<file path="config.mk">
export PLATFORM = sky130hd
export DESIGN_NAME = lap_stopwatch
export DESIGN_NICKNAME = d
export VERILOG_FILES = /design/src/rtl/lap_stopwatch.sv
export SDC_FILE = /design/constraint.sdc
export NUM_CORES = 1
export LEC_CHECK = 0
export BUFFER_PORTS_ARGS = -buffer_cell sky130_fd_sc_hd__buf_2
export CORE_MARGIN = 3
export CORE_UTILIZATION = 23
export DETAILED_ROUTE_END_ITERATION = 12
export PLACE_DENSITY_LB_ADDON = 0.2
export SETUP_SLACK_MARGIN = 0.05
export SLEW_MARGIN = 20
export SYNTH_ARGS = -nofsm -noshare
export SYNTH_HDL_FRONTEND = slang
export SYNTH_SLANG_ARGS = --single-unit
</file>
<file path="constraint.sdc">
create_clock -name clk -period 5.6 [get_ports clk]
set_clock_uncertainty 0.2 [all_clocks]
set_input_delay 0.56 -clock clk [delete_from_list [all_inputs] [get_ports clk]]
set_output_delay 0.56 -clock clk [all_outputs]
set_load 0.1 [all_outputs]
</file>
<file path="src/rtl/lap_stopwatch.sv">
// Stopwatch core: self-timed tick, mixed-radix BCD up/down counter with
// wrap or saturate at the limits, and a lap freeze of the displayed value.
module lap_stopwatch #(
  parameter int unsigned           TICK_DIV    = 10_000_000,
  parameter int unsigned           NUM_DIGITS  = 4,
  parameter logic [NUM_DIGITS-1:0] RADIX6_MASK = NUM_DIGITS'(4'b0100),
  parameter bit                    WRAP        = 1'b1
) (
  input  logic                    clk,
  input  logic                    reset,
  input  logic                    go,
  input  logic                    clr,
  input  logic                    up,
  input  logic                    lap,
  output logic [4*NUM_DIGITS-1:0] digits,
  output logic [4*NUM_DIGITS-1:0] disp,
  output logic                    lap_active,
  output logic                    tick,
  output logic                    at_limit
);

  localparam int unsigned DW = (TICK_DIV > 1) ? $clog2(TICK_DIV) : 1;
  localparam int unsigned CW = 4 * NUM_DIGITS;
  localparam logic [DW-1:0] DIV_LAST = DW'(TICK_DIV - 1);

  logic [DW-1:0] div_q, div_d;
  logic [CW-1:0] cnt_q, cnt_d;
  logic [CW-1:0] lap_reg_q, lap_reg_d;
  logic          lap_active_q, lap_active_d;
  logic          lap_q;

  logic [CW-1:0] step_c;
  logic          at_limit_c;
  logic          tick_c;
  logic          lap_edge_c;

  // Ripple step: a digit moves only while every lower digit sits at its
  // terminal value; the carry out of the top digit is the limit flag.
  always_comb begin : step_logic
    logic       carry;
    logic [3:0] dig;
    logic [3:0] dmax;
    carry  = 1'b1;
    dig    = 4'd0;
    dmax   = 4'd9;
    step_c = cnt_q;
    for (int i = 0; i < int'(NUM_DIGITS); i++) begin
      dig  = cnt_q[4*i +: 4];
      dmax = RADIX6_MASK[i] ? 4'd5 : 4'd9;
      if (carry) begin
        if (up) begin
          step_c[4*i +: 4] = (dig == dmax) ? 4'd0 : dig + 4'd1;
        end else begin
          step_c[4*i +: 4] = (dig == 4'd0) ? dmax : dig - 4'd1;
        end
      end
      carry = carry & (up ? (dig == dmax) : (dig == 4'd0));
    end
    at_limit_c = carry;
  end

  assign tick_c     = go && (div_q == DIV_LAST);
  assign lap_edge_c = lap & ~lap_q;

  // Next-state: clear dominates; otherwise divider, count and lap advance.
  always_comb begin
    div_d        = div_q;
    cnt_d        = cnt_q;
    lap_reg_d    = lap_reg_q;
    lap_active_d = lap_active_q;
    if (clr) begin
      div_d        = '0;
      cnt_d        = '0;
      lap_reg_d    = '0;
      lap_active_d = 1'b0;
    end else begin
      if (go) begin
        div_d = (div_q == DIV_LAST) ? '0 : div_q + DW'(1);
      end
      if (tick_c && !(at_limit_c && !WRAP)) begin
        cnt_d = step_c;
      end
      if (lap_edge_c) begin
        lap_active_d = ~lap_active_q;
        if (!lap_active_q) begin
          lap_reg_d = cnt_q;
        end
      end
    end
  end

  always_ff @(posedge clk) begin
    if (reset) begin
      div_q        <= '0;
      cnt_q        <= '0;
      lap_reg_q    <= '0;
      lap_active_q <= 1'b0;
      lap_q        <= 1'b0;
    end else begin
      div_q        <= div_d;
      cnt_q        <= cnt_d;
      lap_reg_q    <= lap_reg_d;
      lap_active_q <= lap_active_d;
      lap_q        <= lap;
    end
  end

  assign digits     = cnt_q;
  assign disp       = lap_active_q ? lap_reg_q : cnt_q;
  assign lap_active = lap_active_q;
  assign tick       = tick_c;
  assign at_limit   = at_limit_c;

endmodule

</file>
==> results of run 1 <==
==> cell usage after synthesis (all sizes together) (2+ instances only) <==
library cell,instances,share of area
dfxtp,58,0.39
nand2,54,0.068
nor2,40,0.050
a21oi,31,0.052
clkbuf,26,0.032
xor2,20,0.058
nand3,17,0.028
o21ai,14,0.023
mux2,13,0.049
nand4,10,0.021
nor3,10,0.017
xnor2,10,0.029
or3,7,0.015
and3,6,0.012
nor4,6,0.012
a31oi,5,0.010
inv,5,0.0062
mux2i,5,0.017
and2,4,0.0083
o221a,4,0.015
a22oi,3,0.0075
buf,3,0.0062
nand2b,3,0.0062
o211ai,3,0.0075
o22ai,3,0.0062
a2111oi,2,0.012
a211oi,2,0.0050
nand3b,2,0.0050
or4,2,0.0062
==> worst max-delay path by stage <==
stage	startpoint	end	depth (start not counted)
2_1_floorplan	digits[10]$_SDFFE_PP0P_	at_limit	5
3_3_place_gp	up	at_limit	6
3_5_place_dp	up	at_limit	6
4_1_cts	digits[5]$_SDFFE_PP0P_	at_limit	5
5_1_grt	digits[5]$_SDFFE_PP0P_	at_limit	5
6_report	digits[6]$_SDFFE_PP0P_	at_limit	5
==> logic make-up (layout without fill, tap and decap cells) <==
| family | Yosys count | in the layout |
|---|---|---|
| buffers and inverters | 34 | 61 |
| DFF | 58 | 58 |
| xor gates and xnor gates | 30 | 30 |
| adders and majority gates | 1 | 1 |
| muxes | 18 | 18 |
| AOI/OAI and AO/OA | 72 | 72 |
| and+or+nand+nor | 165 | 165 |
==> registers in the layout, summed over array words and instances (netlist names) <==
register,flops
div_q,24
lap_q,1
digits,16
lap_reg_q,16
lap_active,1
==> critical path, delay by kind of cell (launching register included) <==
kind	cells	cell delay (ps)
simple gates	2	750
flops	1	460
buf+inv	1	490
compound gates	2	610
==> final cells by class <==
| type | instances | share of cell area |
|---|---|---|
| inverters | 5 | 0.00523 |
| well taps | 172 | 0.0600 |
| repair buffers | 41 | 0.0579 |
| flip-flops and latches | 58 | 0.323 |
| clock buffers | 12 | 0.0715 |
| clock inverters | 3 | 0.00418 |
| multi-input cells | 286 | 0.478 |
==> metal layers <==
| metal | vias up | global-route usage | routed length [um] |
|---|---|---|---|
| li1 | 1367 | - | - |
| met2 | 42 | 0.177 | 3500 |
| met5 | - | 0 | 0 |
| met3 | 9 | 0.0379 | 375 |
| met4 | 0 | 0.0390 | 97 |
| met1 | 1245 | 0.139 | 3650 |
==> power groups by stage <==
stage	Sequential, mW	Clock [mW]	Combinational [mW]
2_1_floorplan	0.426	0	0.0284
3_3_place_gp	0.426	0	0.0392
3_5_place_dp	0.426	0	0.0397
4_1_cts	0.417	0.525	0.0399
5_1_grt	0.417	0.540	0.0438
6_report	0.417	0.506	0.0392
==> per-stage QoR <==
stage / hold WS (ps) / worst slack, ps / instances / utilization / cell area (um^2)
6_report: 216 / 2200 / 577 / 0.282 / 3590
5_1_grt: 210 / 2030 / 577 / 0.282 / 3590
4_1_cts: 199 / 2130 / 577 / 0.282 / 3590
3_5_place_dp: 246 / 2240 / 562 / 0.261 / 3320
3_3_place_gp: 238 / 2270 / 562 / 0.261 / 3320
2_1_floorplan: 233 / 1060 / 378 / - / 3010
==> results.md, run 1 <==
- The run finished with clean final reports.
- The number of setup buffers added after CTS is 0.
- In this run the most critical hold path is launched from reset.
- The setup path with the least slack is of type flop to output port.
- Synthesis produced roughly 380 cells.
- The starting utilization of the core area is 0.236.
- The hold violation total from the final report is 0.
- In this run the standard cell core region covers 0.0127 mm^2.
- Traced cell by cell, the critical path runs through or4_4 > a2111oi_4 > nand2_2 > a2111oi_2 > buf_2.
- The floorplan die width is ~120 um.
- In the final timing run, aggregate negative setup slack is 0 ps.
- Dividing the detail-routed via count by the number of cells gives ~4.6.
- The slack of the worst reg-to-reg path is between 3000 and 4000 ps.
- The Yosys step of the flow raised 0 warnings.
- The die is ~120 um tall.
- During placement, the flow inserted port buffers numbering 40.
- Post-CTS repair changed the size of 0 cells.
- The clock drives 58 sinks.
- The delay contributed by the slowest stage of the critical path is 590 ps.
- The internal portion of the total power is 0.743 mW.
- The via count of the first global-routing pass was 2550.
- The antenna diode count is 0.
- The area fraction in and, or, nand and nor cells after synthesis is 0.259.
- The worst register-to-register path ends at div_q[18]$_SDFFE_PP0P_.
- The portion of total power attributed to the clock network is 0.526.
- The adder-cell area share of the yosys netlist is 0.00416.
- The data arrival time at the worst-slack endpoint is approximately 2600 ps.
- STA classifies the critical path endpoint as an output port.
- The number of unique standard cell types used by synthesis is 44.
- The global router's overall resource usage is 0.111.
- The max-capacitance violation count is 0.
- The share of flip-flops with an asynchronous set or reset after synthesis is 0.
- For the pin with the worst max-slew slack, the measured transition is 970 ps.
- Clock latency on the worst-skew pair, taken at its later pin, is 330 ps.
- Summed over all nets, the half-perimeter wirelength after detailed placement is 5020 um.
- The maximum number of pins on one net before global-route repair is 34.
- The proportion of synthesized area in mux cells is 0.0654.
- Across the whole layout, storage elements account for 0.00116 mm^2.
- Of the cells placed in the final design, the portion with a size suffix greater than 1 is 0.193.
- Yosys mapped a number of flops with a built-in enable equal to 0.
- The post-synthesis instance area is 0.00301 mm^2.
- The hold path endpoint is lap_q$_SDFF_PP0_.
- The min-delay analysis places its worst path in the category input port to flop.
- The clock buffer count from CTS is 9.
- The launch point of the worst reg-to-reg path is div_q[16]$_SDFFE_PP0P_.
- The number of antenna-violating nets in the routed design is 0.
- The sequential fraction of design power is 0.434.
- The number of cells on the worst reg-to-reg path is 5.
- The switching share of total power is 0.228.
- The clock-pin slew of the registers on the worst-case setup and hold paths is 50 ps.
- The initial antenna violation count came to 0.
- For this design, the CTS-stage hold fixing added 0 buffers.
- The cell type of the slowest stage on the worst timing path is sky130_fd_sc_hd__or4_4.
- The violation count after the first detailed-routing iteration is 117.
- The first detailed-routing pass ran for 4 iterations.
- The share of the synthesized netlist area taken by xor and xnor gates is 0.0874.
- TritonCTS built the clock tree.
- Setup violations remaining at the end of the flow were counted as 0.
- In this run the mean area of a mapped cell was about 8.0 um^2.
- The worst hold path passes through 2 cells.
- The area enclosed by the die boundary is 0.0145 mm^2.
- The upper clock frequency limit is 294 MHz.
- The area growth from synthesis to layout is 19.4%.
- In the layout the commonest cells are sky130_fd_sc_hd__dfxtp_1 (58), sky130_fd_sc_hd__nand2_1 (53), sky130_fd_sc_hd__nor2_1 (40), sky130_fd_sc_hd__buf_2 (40), sky130_fd_sc_hd__a21oi_1 (31).
- The clock tree synthesis step divided the H-tree into 3 levels.
- The net count of the mapped netlist is 385.
- The maximum count of clock buffers along a single path is 2.
- The total wire length is 7630 um.
- The largest family of logic cells by synthesized area is simple AND/OR/NAND/NOR gates.
- The required time reported for the critical path endpoint is about 4800 ps.
- The most used flip-flop cell after synthesis is sky130_fd_sc_hd__dfxtp_1.
- The number of pins with negative max-slew slack in the final report is 0.
- The leakage power summed over all cells is 1.30 nW.
- The global-route wire length before repair is 12900 um.
- The kind of start point of the critical path is a flop.
- The final worst-path cycle share is 0.608.
- Setup repair after global routing left no endpoint under its margin.
- After synthesis the netlist holds a flip-flop and latch count of 58.
- Headroom to the max-slew limit came out at 0.349.
- For this run, design rule violations remaining after detail routing come to 0.
- For this run, the post-layout net count is 408.
- Summed over all nets, the switching power comes to 0.219 mW.
- The via count is 2663.
- The fraction of the mapped netlist area in compound gates is 0.153.
- Along the worst path, the maximum fanout reaches 15.
- The floorplan has 41 rows.
- The number of fill cells in the layout is between 1000 and 1500.
- Of the total power, combinational logic draws 0.041.
- The peak supply drop is 0.000119 V.
- The total overflow left after global routing is 0.
- The most common library cell in the layout ignoring fill and taps is sky130_fd_sc_hd__dfxtp_1.
- The count of boundary I/O pins is 41.
- The share of the Yosys chip area taken by registers is 0.386.
- The worst path in the final design needs a cycle of 3400 ps, including I/O delays and setup.
- The routability congestion estimate from global placement is just over 0.7.
- The completed layout was analyzed and its total power is 0.963 mW.
- In the final layout, the multi-input gates occupy ~0.0017 mm^2.
- The routed length per placed instance is 13.2 um.
- The power per cell area is 268 mW/mm^2.
- CTS placed an instance of sky130_fd_sc_hd__clkbuf_16 at the clock tree root.
(Power assumes the default switching activity.)
==> inputs of run 2 (changes only) <==
Clock period 5.6 ns to 2.8 ns, I/O delays scaled along.
==> run 2 against run 1 <==
Via count is 3.6% higher. Final cell count is 2.3% higher. Global-route usage up 0.18 points.
==> results.md, run 2 (same netlist as run 1, synthesis figures left out) <==
- The share of final-layout standard cells stronger than drive strength 1 is 0.242.
- The number of cell rows is 41.
- No sink is reached through more buffers than the 2 on the longest clock path.
- In this run the tightest slew margin relative to its limit is 0.570.
- The flow ran to the end, and the final reports show no timing, DRC or antenna violations.
- Using the TritonRoute via totals, the vias-per-cell ratio works out to 4.68.
- The clock tree from TritonCTS is built.
- The part of the power in combinational logic is 0.047.
- VDD sags by at most 0.000225 V.
- The count of final setup violators is 0.
- Setup repair after global routing left no endpoint under its margin.
- The first global-routing pass estimated 13000 um of wire.
- The sequential fraction of design power is 0.424.
- The vertical die dimension is 120 um.
- The hold violation total from the final report came to 0.
- The slack of the worst reg-to-reg path is roughly 410 ps.
- The antenna diode count is 0.
- The length in cells of the worst reg-to-reg path is 6.
- The register with the most flip-flops in the layout has 24 of them.
- The launch point of the worst reg-to-reg path is digits[5]$_SDFFE_PP0P_.
- For the worst setup path, the data arrival time is 2120 ps.
- Of the total power, the share spent switching nets is 0.221.
- Fill cells in the final layout number 1382.
- For this run, the post-layout net count is 420.
- The starting utilization of the core area is 0.236.
- The total power is 1.96 mW.
- For this design the total switching power over the nets is 0.433 mW.
- The final core utilization is 0.297.
- Entering global routing, the biggest net connects 30 pins.
- For the worst setup path, the data required time is 2320 ps.
- After legalization and detailed placement, the total HPWL measured between 5000 and 6000 um.
- For this run the aggregate overflow at the end of global routing stands at 0.
- For this run, the detailed router's first-pass iteration total came to 4.
- In the layout the commonest cells are sky130_fd_sc_hd__nand2_1 (53), sky130_fd_sc_hd__dfxtp_1 (48), sky130_fd_sc_hd__nor2_1 (40).
- The later pin in the worst-skew pair is clocked with a latency of around 330 ps.
- The total wire length is 7760 um.
- The kind of start point of the critical path is a flop.
- Counting the buffers created by CTS gives 9.
- The area growth from synthesis to layout is 25.6%.
- The post-cts sizing count is 0.
- Of all nets on the critical path, the largest fanout is 13.
- The share of total power dissipated in the clock network is 0.529.
- The via count is 2760.
- The initial antenna violation count is 0.
- The routed length per placed instance is approximately 13 um.
- At the pin with the least slew margin, the transition time is approximately 650 ps.
- Derived from the worst setup path, the maximum achievable clock frequency is 384 MHz.
- The hold path endpoint is div_q[1]$_SDFFE_PP0P_.
- The class of the worst hold path is input port to flop.
- In this run the worst setup path begins at digits[5]$_SDFFE_PP0P_.
- The count of boundary I/O pins is 41.
- The post-detailed-placement cell area is 0.00346 mm^2.
- The category of the critical setup timing path is flop to output port.
- Summing all non-filler instances in the final layout gives an area of 0.00377 mm^2.
- In this run the most critical hold path is launched from go.
- The max-capacitance violation count is 0.
- The total core area is about 0.013 mm^2.
- Once layout is complete, the cells apart from fillers number around 600.
- The category of the worst setup path capture point is an output port.
- The worst reg2reg path endpoint is digits[15]$_SDFFE_PP0P_.
- The worst hold path was traced through 3 stages.
- The final worst-path cycle share is 0.929.
- In this run the clock root is driven by a sky130_fd_sc_hd__clkbuf_16.
- The most common library cell in the layout ignoring fill and taps is sky130_fd_sc_hd__nand2_1.
- Across every metal layer, demand over resource in global routing totals 0.112.
- The number of port buffers is 40.
- Cell internal power was estimated by the tool at 1.52 mW.
- In the routed design, unresolved DRC markers number 0.
- The number of pins with negative max-slew slack in the final report is 0.
- The via count of the first global-routing pass is between 2000 and 3000.
- The number of clock sinks is 58.
- The violation count after the first detailed-routing iteration is between 150 and 200.
- The area enclosed by the die boundary is 0.0145 mm^2.
- The number of placed instances, taps included is 571.
- The leakage power summed over all cells is around 1.4 nW.
- The floorplan die width is 120 um.
- The shortest clock period the worst path allows after layout is 2600 ps.
- The number of H-tree levels is 3.
- The number of antenna-violating nets in the routed design is 0.
- In this run the power density over the cells is 518 mW/mm^2.
- The clock-pin slew of the registers on the worst-case setup and hold paths is 50 ps.
- The congestion estimate from routability-driven global placement came to approximately 0.70.
- The register containing the most flip-flops in the final layout is div_q.
-- run 2: cell count changes in the layout (fill, tap and decap cells not counted), sizes merged --
cell         change
buf             +10
clkbuf           +2
clkinv           -1
dlygate4sd3      +2
-- run 2: critical path: stages, from the launching register on --
cell and delay, ps:
sky130_fd_sc_hd__dfxtp_4 390, sky130_fd_sc_hd__or4_4 550, sky130_fd_sc_hd__a2111oi_4 230, sky130_fd_sc_hd__nand2_2 140
sky130_fd_sc_hd__a2111oi_4 260, sky130_fd_sc_hd__buf_12 220
-- run 2: what timing repair did --
action,CTS,global route
buffers inserted,1,0
hold buffers,2,0
endpoints found under the setup margin,1,0
endpoints found under the hold margin,1,0
-- run 2: power by group through the flow --
stage               logic (mW)  clock network (mW)  registers [mW]
CTS                     0.0944                1.08           0.828
floorplan               0.0580                   0           0.847
global placement        0.0902                   0           0.845
global route             0.103                1.11           0.828
finish                  0.0920                1.03           0.828
detailed placement      0.0909                   0           0.845
-- run 2: per-stage QoR --
stage                     setup slack (ps)  hold WS (ps)  setup TNS (ps)
final                                  199           110               0
after detailed placement               247           247               0
after global routing                  80.6           128               0
after CTS                              154           100               0
after floorplan                       -358           147            -358
after global placement                 241           239               0
-- run 2: layout make-up --
class,instances,area [um^2],area share
repair buffers,53,330,0.0875
clock inverters,2,10.0,0.00265
multi-input cells,286,1740,0.461
well taps,172,215,0.0570
clock buffers,14,274,0.0726
flip-flops and latches,58,1190,0.314
inverters,5,18.8,0.00497
-- run 2: worst max path at each step --
stage | endpoint | cells past startpoint
global placement | at_limit | 5
floorplan | at_limit | 4
finish | at_limit | 5
detailed placement | at_limit | 5
global route | at_limit | 5
CTS | at_limit | 5
-- run 2: routing by layer --
| metal | global-route usage | wire (um) | vias up |
|---|---|---|---|
| li1 | - | - | 1404 |
| met1 | 0.141 | 3690 | 1288 |
| met2 | 0.180 | 3610 | 59 |
| met3 | 0.0351 | 375 | 9 |
| met4 | 0.0460 | 87 | 0 |
| met5 | 0 | 0 | - |
